### src/rtl/irq_pkg.sv
// Shared widths and FSM state encoding for the interrupt pending controller.
package irq_pkg;

    localparam int unsigned NUM_IRQ = 4;
    localparam int unsigned ID_W    = 2;

    typedef enum logic [1:0] {
        IDLE    = 2'd0,
        REQ     = 2'd1,
        SERVICE = 2'd2
    } irq_state_e;

endpackage

### src/rtl/priority_encoder.sv
// Fixed-priority encoder: out is the highest set index of in, v flags any set bit.
module priority_encoder
    import irq_pkg::*;
(
    input  logic [NUM_IRQ-1:0] in,
    output logic [ID_W-1:0]    out,
    output logic               v
);

    // Ascending scan so the highest set index is the last one written.
    always_comb begin
        out = '0;
        v   = 1'b0;
        for (int i = 0; i < NUM_IRQ; i++) begin
            if (in[i]) begin
                out = ID_W'(i);
                v   = 1'b1;
            end
        end
    end

endmodule

### src/rtl/irq_pending_ctrl.sv
// Edge-triggered interrupt pending register with mask, priority grant and REQ/SERVICE handshake.
// Build option: IRQ_SYNC_EN inserts a two-flop synchronizer on irq_in ahead of edge detect.
module irq_pending_ctrl
    import irq_pkg::*;
(
    input  logic               clk,
    input  logic               rst,
    input  logic [NUM_IRQ-1:0] irq_in,
    input  logic               mask_wr,
    input  logic [NUM_IRQ-1:0] mask_in,
    input  logic               ack,
    input  logic               eoi,
    output logic               irq_req,
    output logic [ID_W-1:0]    irq_id,
    output logic [NUM_IRQ-1:0] pending
);

    logic [NUM_IRQ-1:0] irq_s;
    logic [NUM_IRQ-1:0] irq_hist;
    logic [NUM_IRQ-1:0] rise;
    logic [NUM_IRQ-1:0] mask;
    logic [NUM_IRQ-1:0] eligible;
    logic [NUM_IRQ-1:0] clr;
    logic [NUM_IRQ-1:0] pending_n;
    logic [ID_W-1:0]    win_id;
    logic               win_v;
    logic [ID_W-1:0]    irq_id_n;
    irq_state_e         state;
    irq_state_e         state_n;

`ifdef IRQ_SYNC_EN
    logic [NUM_IRQ-1:0] sync1;
    logic [NUM_IRQ-1:0] sync2;

    always_ff @(posedge clk) begin
        if (rst) begin
            sync1 <= '0;
            sync2 <= '0;
        end else begin
            sync1 <= irq_in;
            sync2 <= sync1;
        end
    end

    assign irq_s = sync2;
`else
    assign irq_s = irq_in;
`endif

    assign rise     = irq_s & ~irq_hist;
    assign eligible = pending & ~mask;

    priority_encoder u_prio (
        .in  (eligible),
        .out (win_id),
        .v   (win_v)
    );

    // Next state, grant latch and ack-driven clear.
    always_comb begin
        state_n  = state;
        irq_id_n = irq_id;
        clr      = '0;
        case (state)
            IDLE: begin
                if (win_v) begin
                    state_n  = REQ;
                    irq_id_n = win_id;
                end
            end
            REQ: begin
                if (ack) begin
                    state_n = SERVICE;
                    clr     = NUM_IRQ'(1) << irq_id;
                end
            end
            SERVICE: begin
                if (eoi) begin
                    state_n = IDLE;
                end
            end
            default: state_n = IDLE;
        endcase
    end

    // A fresh edge overrides a same-cycle ack clear.
    assign pending_n = (pending & ~clr) | rise;

    always_ff @(posedge clk) begin
        if (rst) begin
            state    <= IDLE;
            irq_id   <= '0;
            pending  <= '0;
            mask     <= '0;
            irq_hist <= '0;
        end else begin
            state    <= state_n;
            irq_id   <= irq_id_n;
            pending  <= pending_n;
            irq_hist <= irq_s;
            if (mask_wr) begin
                mask <= mask_in;
            end
        end
    end

    assign irq_req = (state == REQ);

endmodule

### config.mk
export PLATFORM = sky130hd
export DESIGN_NAME = irq_pending_ctrl
export DESIGN_NICKNAME = d
export VERILOG_FILES = /design/src/rtl/irq_pkg.sv /design/src/rtl/priority_encoder.sv /design/src/rtl/irq_pending_ctrl.sv
export SDC_FILE = /design/constraint.sdc
export NUM_CORES = 1
export LEC_CHECK = 0
export ABC_CLOCK_PERIOD_IN_PS = 2100
export BUFFER_PORTS_ARGS = -buffer_cell sky130_fd_sc_hd__buf_2
export CORE_AREA = 2 2 39 41
export DETAILED_ROUTE_END_ITERATION = 7
export DIE_AREA = 0 0 41 43
export PLACE_DENSITY = 0.75
export SLEW_MARGIN = 0
export SYNTH_ARGS = -nofsm -noshare
export SYNTH_HDL_FRONTEND = slang
export SYNTH_SLANG_ARGS = --single-unit
### constraint.sdc
create_clock -name clk -period 2.1 [get_ports clk]
set_input_delay 0.42 -clock clk [delete_from_list [all_inputs] [get_ports clk]]
set_output_delay 0.42 -clock clk [all_outputs]
set_load 0.02 [all_outputs]
; After elaboration in Yosys (flattened, before gate mapping)
; Index checks and enable logic that the tools add are counted.
; W data, S select, Z words.
[op_classes]
n_eq_ne = 5
shift = 1
muxes = 13
bitwise = 7
reduce_logical = 3
[op_table]
columns = operator, count
row1 = $and A4 B4 Y4, 3
row2 = $not A4 Y4, 3
row3 = $mux W2, 5
row4 = $mux W4, 2
row5 = $pmux W2 S3, 1
row6 = $mux W1, 5
row7 = $ne A2 B2 Y1 const B, 2
row8 = $or A4 B4 Y4, 1
row9 = $shl A1 B2 Y4 const A, 1
row10 = $reduce_and A3 Y1, 1
row11 = $eq A2 B1 Y1 const B, 1
row12 = $eq A2 B2 Y1 const B, 1
row13 = $logic_not A2 Y1, 1
row14 = $ne A2 B1 Y1 const B, 1
row15 = $reduce_and A2 Y1, 1
[totals]
reg_bits = 16
input_bits = 13
output_inout_bits = 7
elab_cells = 34

; Depth between registers and ports, before layout
; Gate-level depths: netlist of the first run.
[logic_depth]
depth_word = 8
ltp_mapped = 4
depth_no_buf = 4

; Cells and area by module
; Synthesis of the first run repeated with hierarchy kept, for this count alone.
[unflattened]
cells_unflattened = 65
hier_area_um2 = 633.1
[modules_own_cells]
columns = module, n_inst, cells_each, area_each_um2, seq_area_each_um2
row1 = irq_pending_ctrl, 1, 61, 609.3, 320.3
row2 = priority_encoder, 1, 4, 23.8, 0.0

; Worst setup path before layout of the first run
; No wires, ideal clock.
[synth_path]
path_kind = register -> register
from = reg pending[1]
to = reg state[0]
setup_time_ns = 0.104
arrival_time_ns = 1.074
path_slack_ns = 0.922
path_stages_with_launch = 5
path_buffers = 0
synth_period_minus_slack_ns = 1.178
path_cell_list = dfxtp_1 -> nor2b_4 -> nand4bb_1 -> nor2_1 -> a2111oi_2
[synth_via]
elab_chain_cells = 6
[synth_rtl]
columns = element, line_no
row1 = "start, declared", irq_pending_ctrl.sv:15  ; output logic [NUM_IRQ-1:0] pending
row2 = "start signal, assigned", irq_pending_ctrl.sv:99  ; pending <= pending_n;
row3 = $and A4 B4 Y4, irq_pending_ctrl.sv:51  ; assign eligible = pending & ~mask;
row4 = $mux W1 (3 in a row), priority_encoder.sv:15  ; if (in[i]) begin
row5 = $ne A2 B1 Y1 (no line), --
row6 = $reduce_and A3 Y1 (no line), --
row7 = "end signal, assigned", irq_pending_ctrl.sv:97  ; state <= state_n;
row8 = "end, declared", irq_pending_ctrl.sv:28  ; irq_state_e state;
; Every way passes these cells.
; A chain may end at the register's enable or synchronous reset.

; Worst setup path in the final report of the first run
[layout_path]
from = reg state[1]
to = out irq_req
[layout_via]
elab_chain_cells = 1
[layout_rtl]
columns = element, line_no
row1 = $eq A2 B1 Y1, irq_pending_ctrl.sv:107  ; assign irq_req = (state == REQ);
row2 = "end, declared", irq_pending_ctrl.sv:13  ; output logic irq_req,
; Every way passes these cells.

==> results.py, run 1 <==
metrics = {
    "finish": {
        "layout-drive-gt1-share_pct": 32.5,
        "fin_nets": 98,
        "final_cell_mix": "buf_2, dfxtp_1, nor2_1",
        "diodes": 0,
        "syn_to_final_growth_pct": 20.3,
        "layout_commonest_cell": "buf_2",
        "final_util_pct": 55.2,
    },
    "yosys": {
        "synth_cells": 63,
        "post_synth_main_area_contributors": "dfxtp_1, mux2i_1, nor2_1",
        "synthFlopType": "dfxtp_1",
        "synth_top_cell_by_area": "dfxtp_1",
        "ys_seq_elements": 16,
        "mappedNetlistArea_um2": 634,
        "synth_edf_count": 0,
        "synth_nets": 76,
        "async_flop_share_pct": 0,
        "synth_seq_area_share_pct": 50.5,
        "synth.top_cell.area_share_pct": 50.5,
        "ys_types": 28,
        "yosys_warnings": 0,
        "avgSynthCellArea_um2": 10.1,
    },
    "routing": {
        "route.detailed.drc": 0,
        "wl_mm": 1.15,
        "post_drt_wl_per_cell_um": 11.6,
        "detail_route.vias_per_cell": 5.28,
        "ant_nets": 0,
        "dr.pass1.iters": 3,
        "first_iter_violations": 13,
        "vias": 523,
    },
    "die": {
        "core_mm2": 0.00138,
        "rows": 14,
        "die_h_um": 43,
        "io_pins": 20,
        "start_util_pct": 45.8,
        "die-area_mm2": 0.00176,
        "die_w_um": 41,
    },
    "critical_path": {
        "critPathSlowestCell": "dfxtp_1",
        "cp_data_required_time_ns": 1.68,
        "crit_family": "flip-flops",
        "worstSetupStartpoint": "state[1]",
        "rr_startpoint": "pending[1]",
        "critical_path_class": "reg2out",
        "critPathMaxFanout": 4,
        "slowest_delay_ns": 0.34,
        "end_kind": "output pin",
        "path_buf_inv": 1,
        "path_cells": "and2b_4 -> buf_2",
        "startpoint_type": "flop",
        "worstPathArrival_ns": 1.04,
    },
    "timing": {
        "hold_viol": 0,
        "fin_crit_ns": 1.46,
        "setup_viol": 0,
        "slew_viol_final": 0,
        "finalCritPeriodShare_pct": 69.4,
        "fin_setup_tns_ns": 0,
        "rsz0062_at_grt": "false",
        "worstMarginPinSlew_ns": 0.253,
        "fmax_ghz": 0.686,
        "final.setup_skew_ns": 0.00437,
        "slew_headroom_pct": 83.1,
    },
    "clock_network": {
        "htree_levels": 1,
        "holdBufCountCts": 0,
        "clock_latency_ns": 0.27,
        "cts_inserted_buffers": 3,
        "post_cts_buffers": 0,
        "ctsLongestPathBuffers": 2,
        "cts.clk_slew.worst_paths_ns": 0.08,
        "cts-resized-gates": 0,
        "cts_tree": "yes",
        "clock_sinks": 16,
        "cts-root-buf": "clkbuf_4",
    },
    "global_routing": {
        "gr-usage-all-layers_pct": 15.1,
        "antenna_found_initial": 0,
        "grt_max_degree": 13,
        "grt_pass1_wl_mm": 1.75,
        "grt_pass1_vias": 442,
        "grt_overflow": 0,
    },
    "placed_design": {
        "post-dp-hpwl_um": 892,
        "portBuffers": 19,
        "gp_congestion": 0.792,
    },
    "power_and_ir_drop": {
        "p_total_uw": 633,
        "leakage_nw": 0.348,
        "power_density_mw_per_mm2": 829,
        "irDropWorstVdd_v": 0.000433,
    },
    "hold_path": {
        "hold_path.startpoint": "irq_in[0]",
        "hold_class": "in2reg",
    },
    "status": {
        "outcome": "complete, no violations",
    },
    "run": {
        "cap_violations": 0,
    },
}
cell usage after synthesis, types with 2 or more instances:
cell type	n
a21oi_1	2
a32o_1	2
nand2_1	3
nor2_1	7
nor2b_1	3
nand2b_1	2
inv_1	5
dfxtp_1	16
mux2i_1	4
per-layer routing:
layer | vias to the layer above | global-route usage [%] | part of all wire (%)
met1 | 247 | 18.5 | 45
met5 | - | 0 | 0
met2 | 15 | 21.6 | 47
met3 | 2 | 9.42 | 7.1
met4 | 0 | 4.00 | 1.1
li1 | 259 | - | -
worst reg2reg max path: stages, from the launching register on:
cell and delay [ns]:
dfxtp_1 0.37, nor2b_4 0.17, nand4bb_1 0.18, nor2_1 0.07, a2111oi_2 0.27
path summary, 6_finish.rpt:
path | end | slack, ns | cells after the start
setup / recovery | irq_req | 0.64 | 2
hold / removal | irq_hist[0] | 0.36 | 3
setup reg to reg | state[0] | 0.95 | 4
hold reg to reg | pending[0] | 0.41 | 1
registers in the layout, summed over array words and instances (netlist names):
signal / cells
irq_hist: 4
irq_id: 2
mask: 4
pending: 4
state: 2
report_power, final:
group,internal [mW],total (mW),switching (mW)
sequential,0.331,0.356,0.0255
clock,0.0664,0.148,0.0820
combinational,0.0592,0.128,0.0687
total,0.456,0.633,0.176
final cells by class:
cell class | count | area [um2]
clock buffer | 3 | 22.5
fill | 136 | 621
inverter | 5 | 18.8
multi-input combinational | 40 | 287
sequential | 16 | 320
tap | 16 | 20.0
timing repair buffer | 19 | 95.1
cells by family after synthesis:
| group | count (synthesis) | synth area share [%] |
|---|---|---|
| DFF | 16 | 50.5 |
| muxes | 4 | 6.31 |
| and+or+nand+nor | 24 | 23.7 |
| buffers and inverters | 7 | 4.34 |
| AOI/OAI and AO/OA | 12 | 15.2 |
per-stage QoR:
step                hold slack, ns  setup WS [ns]  cell area (um2)  cells
global placement             0.398          0.950              741     96
finish                       0.364          0.642              763     99
detailed placement           0.401          0.916              741     96
floorplan                    0.389          0.922              634     63
global route                 0.357          0.577              763     99
CTS                          0.351          0.633              763     99
Note: power is estimated with default switching activity, not from simulation.
==> inputs of run 2 (changes only) <==
--- a/config.mk
+++ b/config.mk
@@ -5,12 +5,12 @@
 export SDC_FILE = /design/constraint.sdc
 export NUM_CORES = 1
 export LEC_CHECK = 0
-export ABC_CLOCK_PERIOD_IN_PS = 2100
+export ABC_CLOCK_PERIOD_IN_PS = 1440
 export BUFFER_PORTS_ARGS = -buffer_cell sky130_fd_sc_hd__buf_2
-export CORE_AREA = 2 2 39 41
+export CORE_MARGIN = 2
+export CORE_UTILIZATION = 47
 export DETAILED_ROUTE_END_ITERATION = 7
-export DIE_AREA = 0 0 41 43
-export PLACE_DENSITY = 0.75
+export PLACE_DENSITY = 0.74
 export SLEW_MARGIN = 0
 export SYNTH_ARGS = -nofsm -noshare
 export SYNTH_HDL_FRONTEND = slang
==> constraint.sdc (replaced) <==
create_clock -name clk -period 1.44 [get_ports clk]
set_input_delay 0.288 -clock clk [delete_from_list [all_inputs] [get_ports clk]]
set_output_delay 0.288 -clock clk [all_outputs]
set_load 0.02 [all_outputs]
==> results.py, run 2 (same netlist as run 1, synthesis figures left out) <==
metrics = {
    "status": {
        "outcome": "complete, no violations",
    },
    "routing": {
        "dr.pass1.iters": 3,
        "vias": 517,
        "route.detailed.drc": 0,
        "wl_mm": 1.17,
        "ant_nets": 0,
        "post_drt_wl_per_cell_um": 11.8,
        "detail_route.vias_per_cell": 5.22,
        "first_iter_violations": 6,
    },
    "clock_network": {
        "cts-resized-gates": 0,
        "clock_latency_ns": 0.29,
        "holdBufCountCts": 0,
        "cts_inserted_buffers": 3,
        "post_cts_buffers": 0,
        "cts_tree": "yes",
        "ctsLongestPathBuffers": 2,
        "clock_sinks": 16,
        "cts.clk_slew.worst_paths_ns": 0.09,
        "cts-root-buf": "clkbuf_4",
        "htree_levels": 1,
    },
    "power_and_ir_drop": {
        "pwr-share-comb_pct": 18.6,
        "p_sw_share_pct": 28.1,
        "irDropWorstVdd_v": 0.000601,
        "power_density_mw_per_mm2": 1300,
        "p_sw_uw": 283,
        "clkPwrFrac_pct": 29.9,
        "p_total_mw": 1.01,
        "leakage_nw": 0.355,
        "power_frac_seq_pct": 51.5,
        "p_int_uw": 723,
    },
    "finish": {
        "layout_commonest_cell": "buf_2",
        "seqCellArea_um2": 320,
        "reg_top3": "irq_hist: 4 flops, mask: 4 flops, pending: 4 flops",
        "diodes": 0,
        "final_util_pct": 60.4,
        "fill_cells": 112,
        "fin_nets": 98,
        "final_cells": 99,
        "final_cell_mix": "buf_2, dfxtp_1, nor2_1",
        "layout-drive-gt1-share_pct": 33.3,
        "multi_input_area_um2": 287,
        "syn_to_final_growth_pct": 22.3,
    },
    "critical_path": {
        "reg2reg_slack_ns": 0.32,
        "critical_path_class": "reg2out",
        "worstPathArrival_ns": 1.07,
        "end_kind": "output pin",
        "critPathSlowestCell": "dfxtp_1",
        "cp_data_required_time_ns": 1.15,
        "path_cells": "and2b_4 -> buf_2",
        "slowest_delay_ns": 0.42,
        "startpoint_type": "flop",
        "critPathMaxFanout": 5,
    },
    "global_routing": {
        "grt_pass1_wl_mm": 1.81,
        "met1_usage_pct": 19.0,
        "grt_overflow": 0,
        "met3_usage_pct": 4.35,
        "grt_pass1_vias": 453,
        "grt_max_degree": 13,
        "busiest_layer": "met2",
        "grtUsageMet2_pct": 28.2,
        "gr-usage-all-layers_pct": 17.2,
        "antenna_found_initial": 0,
    },
    "timing": {
        "setup_viol": 0,
        "finalCritPeriodShare_pct": 94.3,
        "hold_viol": 0,
        "fmax_ghz": 0.737,
        "fin_setup_tns_ns": 0,
        "slew_viol_final": 0,
        "rsz0062_at_grt": "false",
        "final.setup_skew_ns": 0.00257,
        "worstMarginPinSlew_ns": 0.256,
        "fin_crit_ns": 1.36,
        "holdWs_ns": 0.194,
        "slew_headroom_pct": 82.9,
    },
    "die": {
        "core_mm2": 0.00128,
        "start_util_pct": 49.4,
        "rows": 13,
        "die-area_mm2": 0.00166,
        "die_h_um": 40.7,
        "io_pins": 20,
        "die_w_um": 40.7,
    },
    "run": {
        "cap_violations": 0,
    },
    "placed_design": {
        "post-dp-hpwl_um": 903,
        "portBuffers": 19,
        "gp_congestion": 0.792,
        "dp_cells": 95,
    },
    "hold_path": {
        "hold_class": "in2reg",
    },
}
-- run 2: critical path: cells and delay by family, from the launching register on --
kind	cells	cell delay, ns
flip-flops	1	0.42
buffers and inverters	1	0.16
AND/OR/NAND/NOR	1	0.20
-- run 2: area by class of cell --
cell class / instances / area share [%]
clock buffers: 4 / 4.68
flip-flops and latches: 16 / 41.3
multi-input cells: 40 / 36.9
well taps: 15 / 2.42
inverters: 5 / 2.42
repair buffers: 19 / 12.3
-- run 2: final timing paths --
kind,from,endpoint,cells past startpoint
max,state[0],irq_req,2
min,irq_in[0],irq_hist[0],3
max reg2reg,pending[1],state[0],4
min reg2reg,irq_hist[0],pending[0],1
-- run 2: metrics by stage --
| stage | cell area (um2) | worst slack [ns] |
|---|---|---|
| floorplan | 634 | 0.262 |
| finish | 776 | 0.0826 |
| detailed placement | 739 | 0.318 |
| global route | 776 | 0.0490 |
| CTS | 776 | 0.0809 |
| global placement | 739 | 0.351 |
-- run 2: power groups by stage --
stage	clock (mW)	combinational (mW)	sequential, mW
after floorplan	0	0.107	0.547
after global placement	0	0.185	0.527
after detailed placement	0	0.190	0.528
after CTS	0.304	0.190	0.518
after global routing	0.320	0.207	0.526
final	0.301	0.188	0.518
-- run 2: routing by layer --
layer	part of all wire, %	vias to the layer above	routed length [um]
met1	44	237	521
met2	47	14	546
met3	5.9	5	69
met5	0	-	0
met4	2.8	0	33
li1	-	261	-
==> inputs of run 3 (changes only) <==
--- a/config.mk
+++ b/config.mk
@@ -5,12 +5,14 @@
 export SDC_FILE = /design/constraint.sdc
 export NUM_CORES = 1
 export LEC_CHECK = 0
-export ABC_CLOCK_PERIOD_IN_PS = 1440
+export ABC_CLOCK_PERIOD_IN_PS = 1300
 export BUFFER_PORTS_ARGS = -buffer_cell sky130_fd_sc_hd__buf_2
+export CELL_PAD_IN_SITES_DETAIL_PLACEMENT = 1
+export CELL_PAD_IN_SITES_GLOBAL_PLACEMENT = 1
 export CORE_MARGIN = 2
-export CORE_UTILIZATION = 47
+export CORE_UTILIZATION = 35
 export DETAILED_ROUTE_END_ITERATION = 7
-export PLACE_DENSITY = 0.74
+export PLACE_DENSITY_LB_ADDON = 0.1
 export SLEW_MARGIN = 0
 export SYNTH_ARGS = -nofsm -noshare
 export SYNTH_HDL_FRONTEND = slang
==> constraint.sdc (replaced) <==
create_clock -name clk -period 1.3 [get_ports clk]
set_input_delay 0.26 -clock clk [delete_from_list [all_inputs] [get_ports clk]]
set_output_delay 0.26 -clock clk [all_outputs]
set_load 0.02 [all_outputs]
==> results.py, run 3 (same netlist as run 1, synthesis figures left out) <==
metrics = {
    "die": {
        "die-area_mm2": 0.00217,
        "start_util_pct": 37.1,
        "io_pins": 20,
        "core_mm2": 0.00171,
        "die_h_um": 46.6,
        "rows": 15,
        "die_w_um": 46.6,
    },
    "power_and_ir_drop": {
        "power_frac_seq_pct": 55.1,
        "pwr-share-comb_pct": 21.3,
        "p_int_uw": 750,
        "clkPwrFrac_pct": 23.6,
        "irDropWorstVdd_v": 0.000690,
        "p_sw_uw": 298,
        "power_density_mw_per_mm2": 1330,
        "p_sw_share_pct": 28.4,
        "leakage_nw": 0.355,
    },
    "global_routing": {
        "grt_overflow": 0,
        "grt_pass1_vias": 492,
        "gr-usage-all-layers_pct": 15.1,
        "grt_max_degree": 13,
        "antenna_found_initial": 0,
        "grt_pass1_wl_mm": 2.24,
    },
    "finish": {
        "final_cell_mix": "buf_2, dfxtp_1, nor2_1",
        "layout_commonest_cell": "buf_2",
        "syn_to_final_growth_pct": 24.7,
        "multi_input_area_um2": 287,
        "reg_top3": "irq_hist: 4 flops, mask: 4 flops, pending: 4 flops",
        "fin_nets": 99,
        "seqCellArea_um2": 323,
        "final_util_pct": 46.3,
        "layout-drive-gt1-share_pct": 35.7,
        "fill_cells": 203,
        "diodes": 0,
    },
    "critical_path": {
        "cp_data_required_time_ns": 1.04,
        "critPathSlowestCell": "dfxtp_2",
        "path_cells": "and2b_4 -> buf_6",
        "end_kind": "output pin",
        "slowest_delay_ns": 0.35,
        "worstPathArrival_ns": 1.00,
        "startpoint_type": "flop",
        "critPathMaxFanout": 4,
        "critical_path_class": "reg2out",
    },
    "clock_network": {
        "htree_levels": 1,
        "ctsLongestPathBuffers": 2,
        "clock_sinks": 16,
        "cts.clk_slew.worst_paths_ns": 0.09,
        "holdBufCountCts": 0,
        "cts-root-buf": "clkbuf_4",
        "clock_latency_ns": 0.28,
        "cts_tree": "yes",
        "cts_inserted_buffers": 3,
    },
    "routing": {
        "post_drt_wl_per_cell_um": 12.2,
        "wl_mm": 1.33,
        "first_iter_violations": 8,
        "ant_nets": 0,
        "detail_route.vias_per_cell": 4.59,
        "dr.pass1.iters": 3,
        "route.detailed.drc": 0,
        "vias": 500,
    },
    "run": {
        "cap_violations": 0,
    },
    "placed_design": {
        "portBuffers": 19,
        "gp_congestion": 0.693,
        "place_ws_ns": 0.182,
        "post-dp-hpwl_mm": 1.05,
    },
    "timing": {
        "fmax_ghz": 0.791,
        "fin_setup_tns_ns": 0,
        "final.setup_skew_ns": 0.00765,
        "setup_viol": 0,
        "finalCritPeriodShare_pct": 97.2,
        "worstMarginPinSlew_ns": 0.252,
        "fin_ws_ns": 0.0364,
        "slew_viol_final": 0,
        "fin_crit_ns": 1.26,
        "slew_headroom_pct": 83.2,
        "rsz0062_at_grt": "false",
        "hold_viol": 0,
    },
    "status": {
        "outcome": "complete, no violations",
    },
    "hold_path": {
        "hold_class": "in2reg",
    },
}
[run 3: cell types whose count changed in the layout (fill, tap and decap cells not counted)]
cell,change
buf_4,+1
dfxtp_1,-2
buf_6,+1
clkbuf_8,-1
dfxtp_2,+2
buf_2,-1
[run 3: final cells by class]
cell class | count | area share [%]
multi-input combinational | 40 | 36.2
sequential | 16 | 40.8
timing repair buffer | 20 | 13.8
inverter | 5 | 2.37
tap | 25 | 3.96
clock buffer | 3 | 2.85
[run 3: critical path, delay by kind of cell, from the launching register on]
family,cells,cell delay (ns)
buffers and inverters,1,0.11
DFF,1,0.35
and+or+nand+nor,1,0.27
[run 3: power by group through the flow]
| stage | Clock [mW] | Combinational (mW) | Sequential, mW |
|---|---|---|---|
| 2_1_floorplan | 0 | 0.118 | 0.606 |
| 5_1_grt | 0.278 | 0.247 | 0.585 |
| 4_1_cts | 0.260 | 0.220 | 0.578 |
| 3_5_place_dp | 0 | 0.211 | 0.588 |
| 3_3_place_gp | 0 | 0.209 | 0.586 |
| 6_report | 0.248 | 0.223 | 0.577 |
[run 3: worst paths after layout]
kind / from / endpoint / slack [ns] / cells after the start
worst max-delay path: state[1] / irq_req / 0.04 / 2
worst min-delay path: irq_in[0] / irq_hist[0] / 0.20 / 3
worst max register to register: state[1] / pending[3] / 0.09 / 4
worst min register to register: irq_hist[0] / pending[0] / 0.42 / 1
[run 3: repair_timing]
action / in CTS / in global routing
resized for setup: 4 / 0
setup buffers: 0 / 1
pin swaps: 0 / 0
endpoints found under the setup margin: 1 / 1
[run 3: routing by layer]
layer,global-route usage (%),routed length (um)
met1,19.1,665
met2,22.8,605
met3,3.92,48
met4,8.57,12
met5,0,0
[run 3: stage by stage]
| step | instances | hold slack, ns | area [um2] | power (mW) |
|---|---|---|---|---|
| 2_1_floorplan | 63 | 0.343 | 634 | 0.725 |
| 3_3_place_gp | 105 | 0.410 | 752 | 0.794 |
| 3_5_place_dp | 105 | 0.409 | 752 | 0.799 |
| 4_1_cts | 108 | 0.190 | 783 | 1.06 |
| 5_1_grt | 109 | 0.192 | 791 | 1.11 |
| 6_report | 109 | 0.196 | 791 | 1.05 |
